### src/rtl/punc_datapath_gen2_if.sv
// Memory bus between the PUnC gen-2 datapath (master) and the system bus fabric (slave).
// Request/acknowledge handshake; address, write flag and write data stay stable while mem_req is high.
interface punc_datapath_gen2_if #(
  parameter int WIDTH  = 16,
  parameter int ADDR_W = 16
);
  logic              mem_req;
  logic              mem_we;
  logic [ADDR_W-1:0] mem_addr;
  logic [WIDTH-1:0]  mem_wdata;
  logic              mem_ack;
  logic [WIDTH-1:0]  mem_rdata;

  modport master (output mem_req, mem_we, mem_addr, mem_wdata, input mem_ack, mem_rdata);
  modport slave  (input mem_req, mem_we, mem_addr, mem_wdata, output mem_ack, mem_rdata);
endinterface

### src/rtl/punc_datapath_gen2.sv
// PUnC gen-2 datapath: register file, PC/IR/NZP, a request/ack memory sequencer with MDR,
// and a serial shift-add multiplier; the controller stalls on busy.
module punc_datapath_gen2 #(
  parameter int WIDTH  = 16,
  parameter int ADDR_W = 16,
  parameter int MUL_EN = 1
) (
  input  logic             clk,
  input  logic             rst,
  input  logic             pc_clr,
  input  logic             pc_inc,
  input  logic             pc_ld,
  input  logic [1:0]       pc_sel,
  input  logic             ir_ld,
  input  logic             mem_start,
  input  logic             mem_we_sel,
  input  logic [1:0]       mem_addr_sel,
  input  logic             rf_w_en,
  input  logic             rf_w_addr_sel,
  input  logic [2:0]       rf_w_data_sel,
  input  logic             rf_r0_addr_sel,
  input  logic             nzp_ld,
  input  logic [2:0]       alu_op,
  input  logic             alu_b_sel,
  input  logic             alu_start,
  output logic [WIDTH-1:0] ir_out,
  output logic             nzp_true,
  output logic             busy,
  output logic             mem_done,
  output logic             alu_done,
  punc_datapath_gen2_if.master bus,
  input  logic [2:0]       rf_debug_addr,
  output logic [WIDTH-1:0] rf_debug_data,
  output logic [WIDTH-1:0] pc_debug_data
);
  // state  | meaning
  // M_IDLE | no memory transaction; mem_start latches address, we flag and write data
  // M_REQ  | mem_req high, waiting for mem_ack
  // M_RESP | mem_done pulse; MDR holds read data
  // MIDLE  | multiplier idle; alu_start with MUL loads operands
  // MRUN   | one shift-add step per cycle for WIDTH cycles
  typedef enum logic [1:0] {M_IDLE, M_REQ, M_RESP} mem_state_t;
  typedef enum logic {MIDLE, MRUN} mul_state_t;

  localparam int         CNT_W  = $clog2(WIDTH + 1);
  localparam bit         MUL_ON = (MUL_EN != 0);
  localparam logic [2:0] OP_PASSA = 3'd0, OP_ADD = 3'd1, OP_AND = 3'd2, OP_NOT = 3'd3, OP_MUL = 3'd4;

  logic [WIDTH-1:0] pc, ir, mdr, mul_res;
  logic [WIDTH-1:0] rf [0:7];
  logic [2:0]       nzp;
  logic [WIDTH-1:0] sext9, sext11, sext6, sext5;
  logic [WIDTH-1:0] r0_data, r1_data, alu_b, alu_out, rf_wdata, pc_plus9, pc_next, addr_src;
  logic [2:0]       r0_addr, w_addr;

  assign sext9  = {{(WIDTH-9){ir[8]}},   ir[8:0]};
  assign sext11 = {{(WIDTH-11){ir[10]}}, ir[10:0]};
  assign sext6  = {{(WIDTH-6){ir[5]}},   ir[5:0]};
  assign sext5  = {{(WIDTH-5){ir[4]}},   ir[4:0]};

  assign r0_addr  = rf_r0_addr_sel ? ir[2:0] : ir[11:9];
  assign w_addr   = rf_w_addr_sel ? ir[11:9] : 3'd7;
  assign r0_data  = rf[r0_addr];
  assign r1_data  = rf[ir[8:6]];
  assign alu_b    = alu_b_sel ? sext5 : r0_data;
  assign pc_plus9 = pc + sext9;

  always_comb begin
    alu_out = '0;
    case (alu_op)
      OP_PASSA: alu_out = alu_b;
      OP_ADD:   alu_out = r1_data + alu_b;
      OP_AND:   alu_out = r1_data & alu_b;
      OP_NOT:   alu_out = ~r1_data;
      default:  alu_out = '0;
    endcase
  end

  always_comb begin
    rf_wdata = '0;
    case (rf_w_data_sel)
      3'd0:    rf_wdata = alu_out;
      3'd1:    rf_wdata = pc_plus9;
      3'd2:    rf_wdata = mdr;
      3'd3:    rf_wdata = pc;
      3'd4:    rf_wdata = mul_res;
      default: rf_wdata = '0;
    endcase
  end

  always_comb begin
    pc_next = pc_plus9;
    case (pc_sel)
      2'd0: pc_next = pc_plus9;
      2'd1: pc_next = pc + sext11;
      2'd2: pc_next = r1_data;
      2'd3: pc_next = alu_out;
    endcase
  end

  always_comb begin
    addr_src = pc;
    case (mem_addr_sel)
      2'd0: addr_src = pc;
      2'd1: addr_src = pc_plus9;
      2'd2: addr_src = r0_data;
      2'd3: addr_src = r1_data + sext6;
    endcase
  end

  always_ff @(posedge clk) begin
    if (rst) begin
      for (int i = 0; i < 8; i++) rf[i] <= '0;
    end else if (rf_w_en) begin
      rf[w_addr] <= rf_wdata;
    end
  end

  always_ff @(posedge clk) begin
    if (rst) begin
      pc  <= '0;
      ir  <= '0;
      nzp <= 3'b010;
    end else begin
      if (pc_clr)      pc <= '0;
      else if (pc_inc) pc <= pc + WIDTH'(1);
      else if (pc_ld)  pc <= pc_next;
      if (ir_ld) ir <= mdr;
      if (nzp_ld) nzp <= {rf_wdata[WIDTH-1], rf_wdata == '0, !rf_wdata[WIDTH-1] && rf_wdata != '0};
    end
  end

  assign nzp_true = (ir[11] & nzp[2]) | (ir[10] & nzp[1]) | (ir[9] & nzp[0]);

  mem_state_t        mem_state, mem_next;
  logic              mem_req_c, mem_done_c, we_q;
  logic [ADDR_W-1:0] addr_q;
  logic [WIDTH-1:0]  wdata_q;

  always_ff @(posedge clk) begin
    if (rst) mem_state <= M_IDLE;
    else     mem_state <= mem_next;
  end

  always_comb begin
    mem_next   = mem_state;
    mem_req_c  = 1'b0;
    mem_done_c = 1'b0;
    case (mem_state)
      M_IDLE: if (mem_start) mem_next = M_REQ;
      M_REQ: begin
        mem_req_c = 1'b1;
        if (bus.mem_ack) mem_next = M_RESP;
      end
      M_RESP: begin
        mem_done_c = 1'b1;
        mem_next   = M_IDLE;
      end
      default: mem_next = M_IDLE;
    endcase
  end

  always_ff @(posedge clk) begin
    if (rst) begin
      addr_q  <= '0;
      wdata_q <= '0;
      we_q    <= 1'b0;
      mdr     <= '0;
    end else begin
      if (mem_state == M_IDLE && mem_start) begin
        addr_q  <= ADDR_W'(addr_src);
        wdata_q <= r0_data;
        we_q    <= mem_we_sel;
      end
      if (mem_state == M_REQ && bus.mem_ack && !we_q) mdr <= bus.mem_rdata;
    end
  end

  assign bus.mem_req   = mem_req_c;
  assign bus.mem_we    = we_q & mem_req_c;
  assign bus.mem_addr  = addr_q;
  assign bus.mem_wdata = wdata_q;
  assign mem_done      = mem_done_c;

  mul_state_t       mul_state, mul_next;
  logic [WIDTH-1:0] mul_a, mul_b, mul_acc, acc_next;
  logic [CNT_W-1:0] mul_cnt;
  logic             mul_go, mul_last, alu_done_q;

  assign mul_go   = MUL_ON && alu_start && (alu_op == OP_MUL);
  assign mul_last = (mul_cnt == CNT_W'(1));
  assign acc_next = mul_acc + (mul_b[0] ? mul_a : '0);

  always_ff @(posedge clk) begin
    if (rst) mul_state <= MIDLE;
    else     mul_state <= mul_next;
  end

  always_comb begin
    mul_next = mul_state;
    case (mul_state)
      MIDLE:   if (mul_go) mul_next = MRUN;
      MRUN:    if (mul_last) mul_next = MIDLE;
      default: mul_next = MIDLE;
    endcase
  end

  // The result register and done pulse are written on the final step so alu_done lands at WIDTH+1.
  always_ff @(posedge clk) begin
    if (rst) begin
      mul_a      <= '0;
      mul_b      <= '0;
      mul_acc    <= '0;
      mul_cnt    <= '0;
      mul_res    <= '0;
      alu_done_q <= 1'b0;
    end else begin
      alu_done_q <= 1'b0;
      if (mul_state == MIDLE) begin
        if (mul_go) begin
          mul_a   <= r1_data;
          mul_b   <= alu_b;
          mul_acc <= '0;
          mul_cnt <= CNT_W'(WIDTH);
        end
      end else begin
        mul_acc <= acc_next;
        mul_a   <= mul_a << 1;
        mul_b   <= mul_b >> 1;
        mul_cnt <= mul_cnt - CNT_W'(1);
        if (mul_last) begin
          mul_res    <= acc_next;
          alu_done_q <= 1'b1;
        end
      end
    end
  end

  assign alu_done      = alu_done_q;
  assign busy          = (mem_state != M_IDLE) | (mul_state == MRUN);
  assign ir_out        = ir;
  assign rf_debug_data = rf[rf_debug_addr];
  assign pc_debug_data = pc;
endmodule

### src/flat_wrapper.sv
// flat-port wrapper written by rule: the top's interface ports become plain ports
module punc_datapath_gen2_flat 
#(
  parameter int WIDTH  = 16,
  parameter int ADDR_W = 16,
  parameter int MUL_EN = 1
)
  (clk, rst, pc_clr, pc_inc, pc_ld, pc_sel, ir_ld, mem_start, mem_we_sel, mem_addr_sel, rf_w_en, rf_w_addr_sel, rf_w_data_sel, rf_r0_addr_sel, nzp_ld, alu_op, alu_b_sel, alu_start, ir_out, nzp_true, busy, mem_done, alu_done, rf_debug_addr, rf_debug_data, pc_debug_data, bus_mem_req, bus_mem_we, bus_mem_addr, bus_mem_wdata, bus_mem_ack, bus_mem_rdata);
  punc_datapath_gen2_if #(.WIDTH(WIDTH), .ADDR_W(ADDR_W)) bus_i ();
  input  logic clk;
  input  logic rst;
  input  logic pc_clr;
  input  logic pc_inc;
  input  logic pc_ld;
  input  logic [1:0] pc_sel;
  input  logic ir_ld;
  input  logic mem_start;
  input  logic mem_we_sel;
  input  logic [1:0] mem_addr_sel;
  input  logic rf_w_en;
  input  logic rf_w_addr_sel;
  input  logic [2:0] rf_w_data_sel;
  input  logic rf_r0_addr_sel;
  input  logic nzp_ld;
  input  logic [2:0] alu_op;
  input  logic alu_b_sel;
  input  logic alu_start;
  output logic [WIDTH-1:0] ir_out;
  output logic nzp_true;
  output logic busy;
  output logic mem_done;
  output logic alu_done;
  input  logic [2:0] rf_debug_addr;
  output logic [WIDTH-1:0] rf_debug_data;
  output logic [WIDTH-1:0] pc_debug_data;
  output wire logic [$bits(bus_i.mem_req)-1:0] bus_mem_req;
  output wire logic [$bits(bus_i.mem_we)-1:0] bus_mem_we;
  output wire logic [$bits(bus_i.mem_addr)-1:0] bus_mem_addr;
  output wire logic [$bits(bus_i.mem_wdata)-1:0] bus_mem_wdata;
  input wire logic [$bits(bus_i.mem_ack)-1:0] bus_mem_ack;
  input wire logic [$bits(bus_i.mem_rdata)-1:0] bus_mem_rdata;
  assign bus_mem_req = bus_i.mem_req;
  assign bus_mem_we = bus_i.mem_we;
  assign bus_mem_addr = bus_i.mem_addr;
  assign bus_mem_wdata = bus_i.mem_wdata;
  assign bus_i.mem_ack = bus_mem_ack;
  assign bus_i.mem_rdata = bus_mem_rdata;
  punc_datapath_gen2 #(.WIDTH(WIDTH), .ADDR_W(ADDR_W), .MUL_EN(MUL_EN)) u_core (.clk(clk), .rst(rst), .pc_clr(pc_clr), .pc_inc(pc_inc), .pc_ld(pc_ld), .pc_sel(pc_sel), .ir_ld(ir_ld), .mem_start(mem_start), .mem_we_sel(mem_we_sel), .mem_addr_sel(mem_addr_sel), .rf_w_en(rf_w_en), .rf_w_addr_sel(rf_w_addr_sel), .rf_w_data_sel(rf_w_data_sel), .rf_r0_addr_sel(rf_r0_addr_sel), .nzp_ld(nzp_ld), .alu_op(alu_op), .alu_b_sel(alu_b_sel), .alu_start(alu_start), .ir_out(ir_out), .nzp_true(nzp_true), .busy(busy), .mem_done(mem_done), .alu_done(alu_done), .bus(bus_i), .rf_debug_addr(rf_debug_addr), .rf_debug_data(rf_debug_data), .pc_debug_data(pc_debug_data));
endmodule
### config.mk
export PLATFORM = sky130hd
export DESIGN_NAME = punc_datapath_gen2_flat
export DESIGN_NICKNAME = d
export VERILOG_FILES = /design/src/rtl/punc_datapath_gen2_if.sv /design/src/rtl/punc_datapath_gen2.sv /design/src/flat_wrapper.sv
export SDC_FILE = /design/constraint.sdc
export NUM_CORES = 1
export LEC_CHECK = 0
export BUFFER_PORTS_ARGS = -buffer_cell sky130_fd_sc_hd__buf_2
export CELL_PAD_IN_SITES_DETAIL_PLACEMENT = 1
export CELL_PAD_IN_SITES_GLOBAL_PLACEMENT = 2
export CORE_ASPECT_RATIO = 2
export CORE_MARGIN = 5
export CORE_UTILIZATION = 39
export CTS_CLUSTER_DIAMETER = 150
export CTS_CLUSTER_SIZE = 30
export DETAILED_ROUTE_END_ITERATION = 8
export MAX_ROUTING_LAYER = met4
export PLACE_DENSITY = 0.84
export SLEW_MARGIN = 10
export SYNTH_ARGS = -nofsm -noshare
export SYNTH_HDL_FRONTEND = slang
export SYNTH_SLANG_ARGS = --single-unit
### constraint.sdc
create_clock -name clk -period 6.5 [get_ports clk]
set_input_delay 1.3 -clock clk [delete_from_list [all_inputs] [get_ports clk]]
set_output_delay 1.3 -clock clk [all_outputs]
set_load 0.02 [all_outputs]
# Yosys cells after proc, flatten, opt, wreduce, memory -nomap -nowiden

Memory sizes are Yosys's and may differ from the RTL's. A register that Yosys moved wholly into a read port is not among the register bits.
Cells that the tools add are included.

Flip-flop bits (word level): 157
Memory bits (writable): 128
Output and inout port bits: 86
Logic and storage cells: 114
Memories: 1

Add/subtract/negate cells: 7
Eq/ne operators: 19
Muxes and demuxes: 37
Bitwise logic cells: 10
Reduce and logical (&&, ||, !) cells: 23

Memories:

| name      | depth | width | read ports | clocked after memory_dff | write ports | line                     | source |
|---|---|---|---|---|---|---|---|
| u_core.rf | 8     | 16    | 3          | 1                        | 8           | punc_datapath_gen2.sv:50 | `logic [WIDTH-1:0] rf [0:7];` |

Operator list:

| kind                    | count |
|---|---|
| $pmux W16 S4            | 3 |
| $mux W16                | 9 |
| $add A16 B16 Y16        | 5 |
| $pmux W16 S5            | 1 |
| $mux W15                | 2 |
| $add A16 B1 Y16 const B | 1 |
| $and A16 B16 Y16        | 1 |
| $logic_not A16 Y1       | 1 |
| $not A16 Y16            | 1 |
| $reduce_bool A16 Y1     | 1 |
| $reduce_or A16 Y1       | 1 |
| $mux W3                 | 5 |
| $eq A3 B2 Y1 const B    | 4 |
| $mux W1                 | 11 |
| $eq A2 B2 Y1 const B    | 5 |
| $mux W5                 | 2 |
| $eq A2 B1 Y1 const B    | 3 |
| $eq A3 B1 Y1 const B    | 2 |
| $eq A3 B3 Y1 const B    | 2 |
| $logic_not A2 Y1        | 3 |
| $logic_not A3 Y1        | 2 |
| $reduce_bool A2 Y1      | 3 |
| $reduce_or A2 Y1        | 3 |
| $eq A5 B1 Y1 const B    | 1 |
| other kinds (11)        | 24 |

# Longest topological paths before layout

An unclocked memory read counts as a cell.

Word-level depth: 8
Depth in mapped cells: 21
Depth with buffers taken out: 18

# Worst setup path before layout

Ideal clock, no wire load.

Kind: input-to-reg
From: input port rf_r0_addr_sel
To: memory u_core.rf[0][14] (data pin)
Library setup time: 271 ps
Data arrival time: 5403 ps
Data required time: 6229 ps
Path slack: 826 ps
Stages on the path: 18
Buffers on the path: 1
Cell sequence: buf_4 > mux2_2 > mux4_2 > a222oi_1 > nand2_1 > o21ai_0 > ha_1 > inv_1 > fa_1 > nand3b_1 > a211o_1 > and2_1 > a311oi_1 > mux2i_1 > o221a_2 > o221ai_1 > a21oi_1 > nor2_1

RTL lines:

| item               | line                     | source |
|---|---|---|
| start: declaration | flat_wrapper.sv:23       | `input logic rf_r0_addr_sel;` |
| end: declaration   | punc_datapath_gen2.sv:50 |  |

# Worst setup path after layout

From: input port rf_r0_addr_sel
To: register u_core.nzp[0]

Cells in the longest elaborated chain, start to end: 8
Elaborated cells on any way between the ends: 10
Classes of those cells: 1 x add/sub; 4 x mux; 1 x bitwise; 3 x reduce/logical; 1 x memory

RTL lines:

| item                                                           | line                                               | source |
|---|---|---|
| $mux W3 *                                                      | punc_datapath_gen2.sv:61                           | `assign r0_addr = rf_r0_addr_sel ? ir[2:0] : ir[11:9];` |
| $mem_v2 Z8 W16 *                                               | -                                                  |  |
| $mux W16 *                                                     | punc_datapath_gen2.sv:65                           | `assign alu_b = alu_b_sel ? sext5 : r0_data;` |
| $add A16 B16 Y16 / $and A16 B16 Y16 (equally long branches)    | punc_datapath_gen2.sv:72, punc_datapath_gen2.sv:73 |  |
| $pmux W16 S4 *                                                 | punc_datapath_gen2.sv:70                           | `case (alu_op)` |
| $pmux W16 S5 *                                                 | punc_datapath_gen2.sv:81                           | `case (rf_w_data_sel)` |
| $reduce_bool A16 Y1 / $logic_not A1 Y1 (equally long branches) | punc_datapath_gen2.sv:129                          | `if (nzp_ld) nzp <= {rf_wdata[WIDTH-1], rf_wdata == '0, !rf_wdata[WIDTH-1] && rf_wdata != '0};` |
| $logic_and A1 B1 Y1 *                                          | punc_datapath_gen2.sv:129                          |  |
| end signal: assignment                                         | punc_datapath_gen2.sv:129                          |  |
| end: declaration                                               | punc_datapath_gen2.sv:51                           | `logic [2:0] nzp;` |

Mark *: on every way between the ends. The rest lies on a longest branch, timed or not.
A chain may end at the register's enable or synchronous reset.

==> impl_metrics.toml <==
[route]
first_iter_violations = 1410
antenna_violation_net_count_after_detailed_routing = 0
drt-vias-per-instance = 6.28
drc = 0
post_detailed_routing_wire_length_um = 99700
avgRoutedWirePerCell_um = 31.6
routed-via-count = 19800
detailedRoute.firstPassIterationCount = 5

[hold_path]
hold_depth = 2
whs_endpoint = "u_core.bus.mem_addr[5]"
timing.hold.worst.class = "reg -> reg"
hold_path_startpoint = "u_core.bus.mem_addr[5]"

[setup_path]
crit_path_top_delay_cell = "mux2_1"
crit_path_end_kind = "flip-flop"
cp_num_buf_inv = 3
worstReg2RegStart = "u_core.ir_out[11]"
crit_chain = "buf_2 -> buf_4 -> mux2_1 -> nor2_2 -> o21ai_0 -> o22ai_1 -> nor2_1 -> ha_1 -> o21ai_0 -> a21oi_1 -> a311oi_2 -> o21ai_0 -> a2111oi_0 -> buf_4 -> o31a_1 -> nor4_1 -> nand3b_1 -> nor3_2 -> nor3_1"
critical_path.startpoint_type = "primary input"
crit_path_max_fanout = 9
cp_data_arrival_time_ns = 6.59
timing.rr.end = "u_core.nzp[0]"
critical_path.max_stage_delay_ns = 0.56
crit_required_ns = 6.91
timing.reg2reg.setup_slack_ns = 0.95
cpLargestDelayFamily = "compound AO/OA/AOI/OAI gates"
worst_setup_path_startpoint = "rf_r0_addr_sel"
timing.setup.critical_path_class = "in -> reg"
reg2regPathDepth = 17
critical-path-top-cell-by-count = "o21ai_0"

[sta]
fmax_mhz = 162
fin_crit_sh = 0.951
finalSetupViolCount = 0
fin_tns_setup_ns = 0
fin_worst_hold_slack_ns = 0.468
hold_viol_final = 0
largest_clock_skew_in_the_final_design_ns = 0.0359
drv_slew = 0
period_needed_ns = 6.18
transition_time_at_the_pin_with_the_least_slew_margin_ns = 1.18
grt_setup_unrepaired = "no"
timing.slew.headroom = 0.210

[yosys]
synth_xor_area_frac = 0.0243
yosys.area_share.adder = 0.0492
synth_seq_area_share = 0.349
gate_count_post_synth = 2336
yosysWarningCount = 0
dominantRegCellSynth = "dfxtp_1"
synth_enable_flop_cells = 128
syn-mean-instance-area_sq_um = 8.64
synth.ff_latch_count = 288
postSynth.asyncResetShare = 0
synthDistinctLibCells = 95
synthSimpleGateAreaFrac = 0.198
syn-cell-area_sq_um = 20200
synthesis.nets = 2457
largest_family_of_logic_cells_by_synthesized_area = "compound AO/OA/AOI/OAI gates"
synth_mux_area_frac = 0.135
synth-compound-area-share = 0.200

[power]
irDropWorstVdd_mv = 0.282
power-per-cell-area_nw_per_um2 = 176
power_w = 0.00400
total_leakage_power_nw = 8.83

[grt]
grt_max_degree = 122
globalRoute.totalOverflow = 0
vias_in_the_first_global_route = 20900
first_pass_grt_wire_length_um = 142000
gr-usage-all-layers = 0.352
number_of_antenna_violations_at_the_first_check_in_global_routing = 4

[floorplanning]
fp.coreArea_sq_um = 51500
io-pin-count = 130
initial_core_util = 0.392
die_area_sq_um = 56700
die_h_um = 332
die_w_um = 171
placement_rows = 118

[final_layout]
nets = 2610
layout-drive-gt1-share = 0.185
stdcell_count = 3157
final_core_utilization = 0.439
most_common_cell_after_layout_fill_and_taps_aside = "nor2_1"
layout_common_cells = "361 x nor2_1, 279 x nand2_1, 250 x a21oi_1"
area_delta_synth_final_pct = 12.2

[placement]
placed_cells = 3134
dpl.hpwl_um = 79800
gpl.final_weighted_congestion = 1.06
port_buffers = 129

[cts]
clk-insertion-delay-late_ns = 0.55
clock_tree.buffer_depth = 3
clock_tree_from_tritoncts = "yes"
cts_inserted_buffers = 13
postCtsResizedCells = 0
h-tree-depth = 1
number_of_hold_buffers_added_after_cts = 0
clock_sink_count = 288
clock-root-buffer = "clkbuf_16"
cts.clk_slew.worst_paths_ns = 0.13
post_cts_buffers = 0

[run_status]
run_status = "finished, final reports clean"

[flow_run]
cap_viol_max_count = 0
==> synthesized netlist by cell type, types with 21 or more instances <==
library cell / count / area share
nor2b_1: 36 / 0.011
nand2_1: 279 / 0.052
mux4_2: 63 / 0.070
a211oi_1: 55 / 0.020
inv_1: 45 / 0.0084
nor2_1: 361 / 0.067
o21ai_0: 88 / 0.022
buf_1: 21 / 0.0039
mux2_2: 42 / 0.023
and2_1: 25 / 0.0077
nand3_1: 43 / 0.011
mux2i_1: 60 / 0.030
clkbuf_1: 102 / 0.019
a31oi_1: 21 / 0.0065
a21oi_1: 250 / 0.062
edfxtp_1: 128 / 0.19
dfxtp_1: 160 / 0.16
and3_1: 34 / 0.011
xnor2_1: 37 / 0.016
ha_1: 73 / 0.045
nand2b_1: 30 / 0.0093
nor3_1: 48 / 0.012
buf_2: 23 / 0.0057
==> layout make-up <==
cell class	count	area, sq um
well taps	660	826
diodes	4	10.0
clock buffers	18	344
repair buffers	299	1960
clock inverters	1	16.3
multi-input cells	1840	12300
fillers	6117	28900
flip-flops and latches	288	7050
inverters	47	176
==> worst max path at each step <==
stage | endpoint | cells after the start
2_1_floorplan | u_core.rf[0][14] | 18
5_1_grt | u_core.nzp[0] | 19
3_5_place_dp | u_core.nzp[0] | 19
4_1_cts | u_core.nzp[0] | 19
6_report | u_core.nzp[0] | 19
3_3_place_gp | u_core.nzp[0] | 19
==> layer usage <==
metal,vias up,part of all wire,track usage
li1,8838,-,-
met1,9892,0.32,0.332
met2,739,0.52,0.631
met3,359,0.044,0.0369
met4,0,0.11,0.282
met5,-,0,-
==> sequential cells by signal, indices dropped and copies added (netlist names), named ones only <==
name and flops:
u_core.pc_debug_data 16, u_core.alu_done 1, u_core.rf 128, u_core.ir_out 16
u_core.mul_a 16, u_core.bus.mem_wdata 16, u_core.mul_b 16, u_core.mul_state 1
u_core.mul_acc 16, u_core.bus.mem_addr 16, u_core.mul_cnt 5, u_core.mdr 16
u_core.we_q 1, u_core.mem_state 2, u_core.nzp 3, u_core.mul_res 16
==> kinds of logic after synthesis <==
logic type      count (synthesis)
simple gates                  908
compound gates                624
flops                         288
buf+inv                       208
mux                           175
fa+ha+maj                      77
xor+xnor                       56
==> worst register-to-register path, cell delays in order (launching register included) <==
cell and delay [ns]:
dfxtp_1 0.55, mux2_1 0.64, nor2_2 0.48, o21ai_0 0.24, o22ai_1 0.39, nor2_1 0.25
ha_1 0.55, o21ai_0 0.17, a21oi_1 0.24, a311oi_2 0.18, o21ai_0 0.28, a2111oi_0 0.15
buf_4 0.16, o31a_1 0.29, nor4_1 0.32, nand3b_1 0.23, nor3_2 0.24, nor3_1 0.08
==> power breakdown <==
part / switching (W) / internal [W]
Combinational: 0.000622 / 0.000339
Clock: 0.000635 / 0.000383
Sequential: 0.0000672 / 0.00195
Total: 0.00132 / 0.00267
==> per-stage QoR <==
| stage | cell area [sq um] | setup WS, ns |
|---|---|---|
| floorplan | 20200 | 0.826 |
| global placement | 22300 | -0.123 |
| detailed placement | 22300 | -0.0987 |
| CTS | 22600 | 0.443 |
| global route | 22600 | 0.229 |
| finish | 22600 | 0.320 |
(Power assumes the default switching activity.)
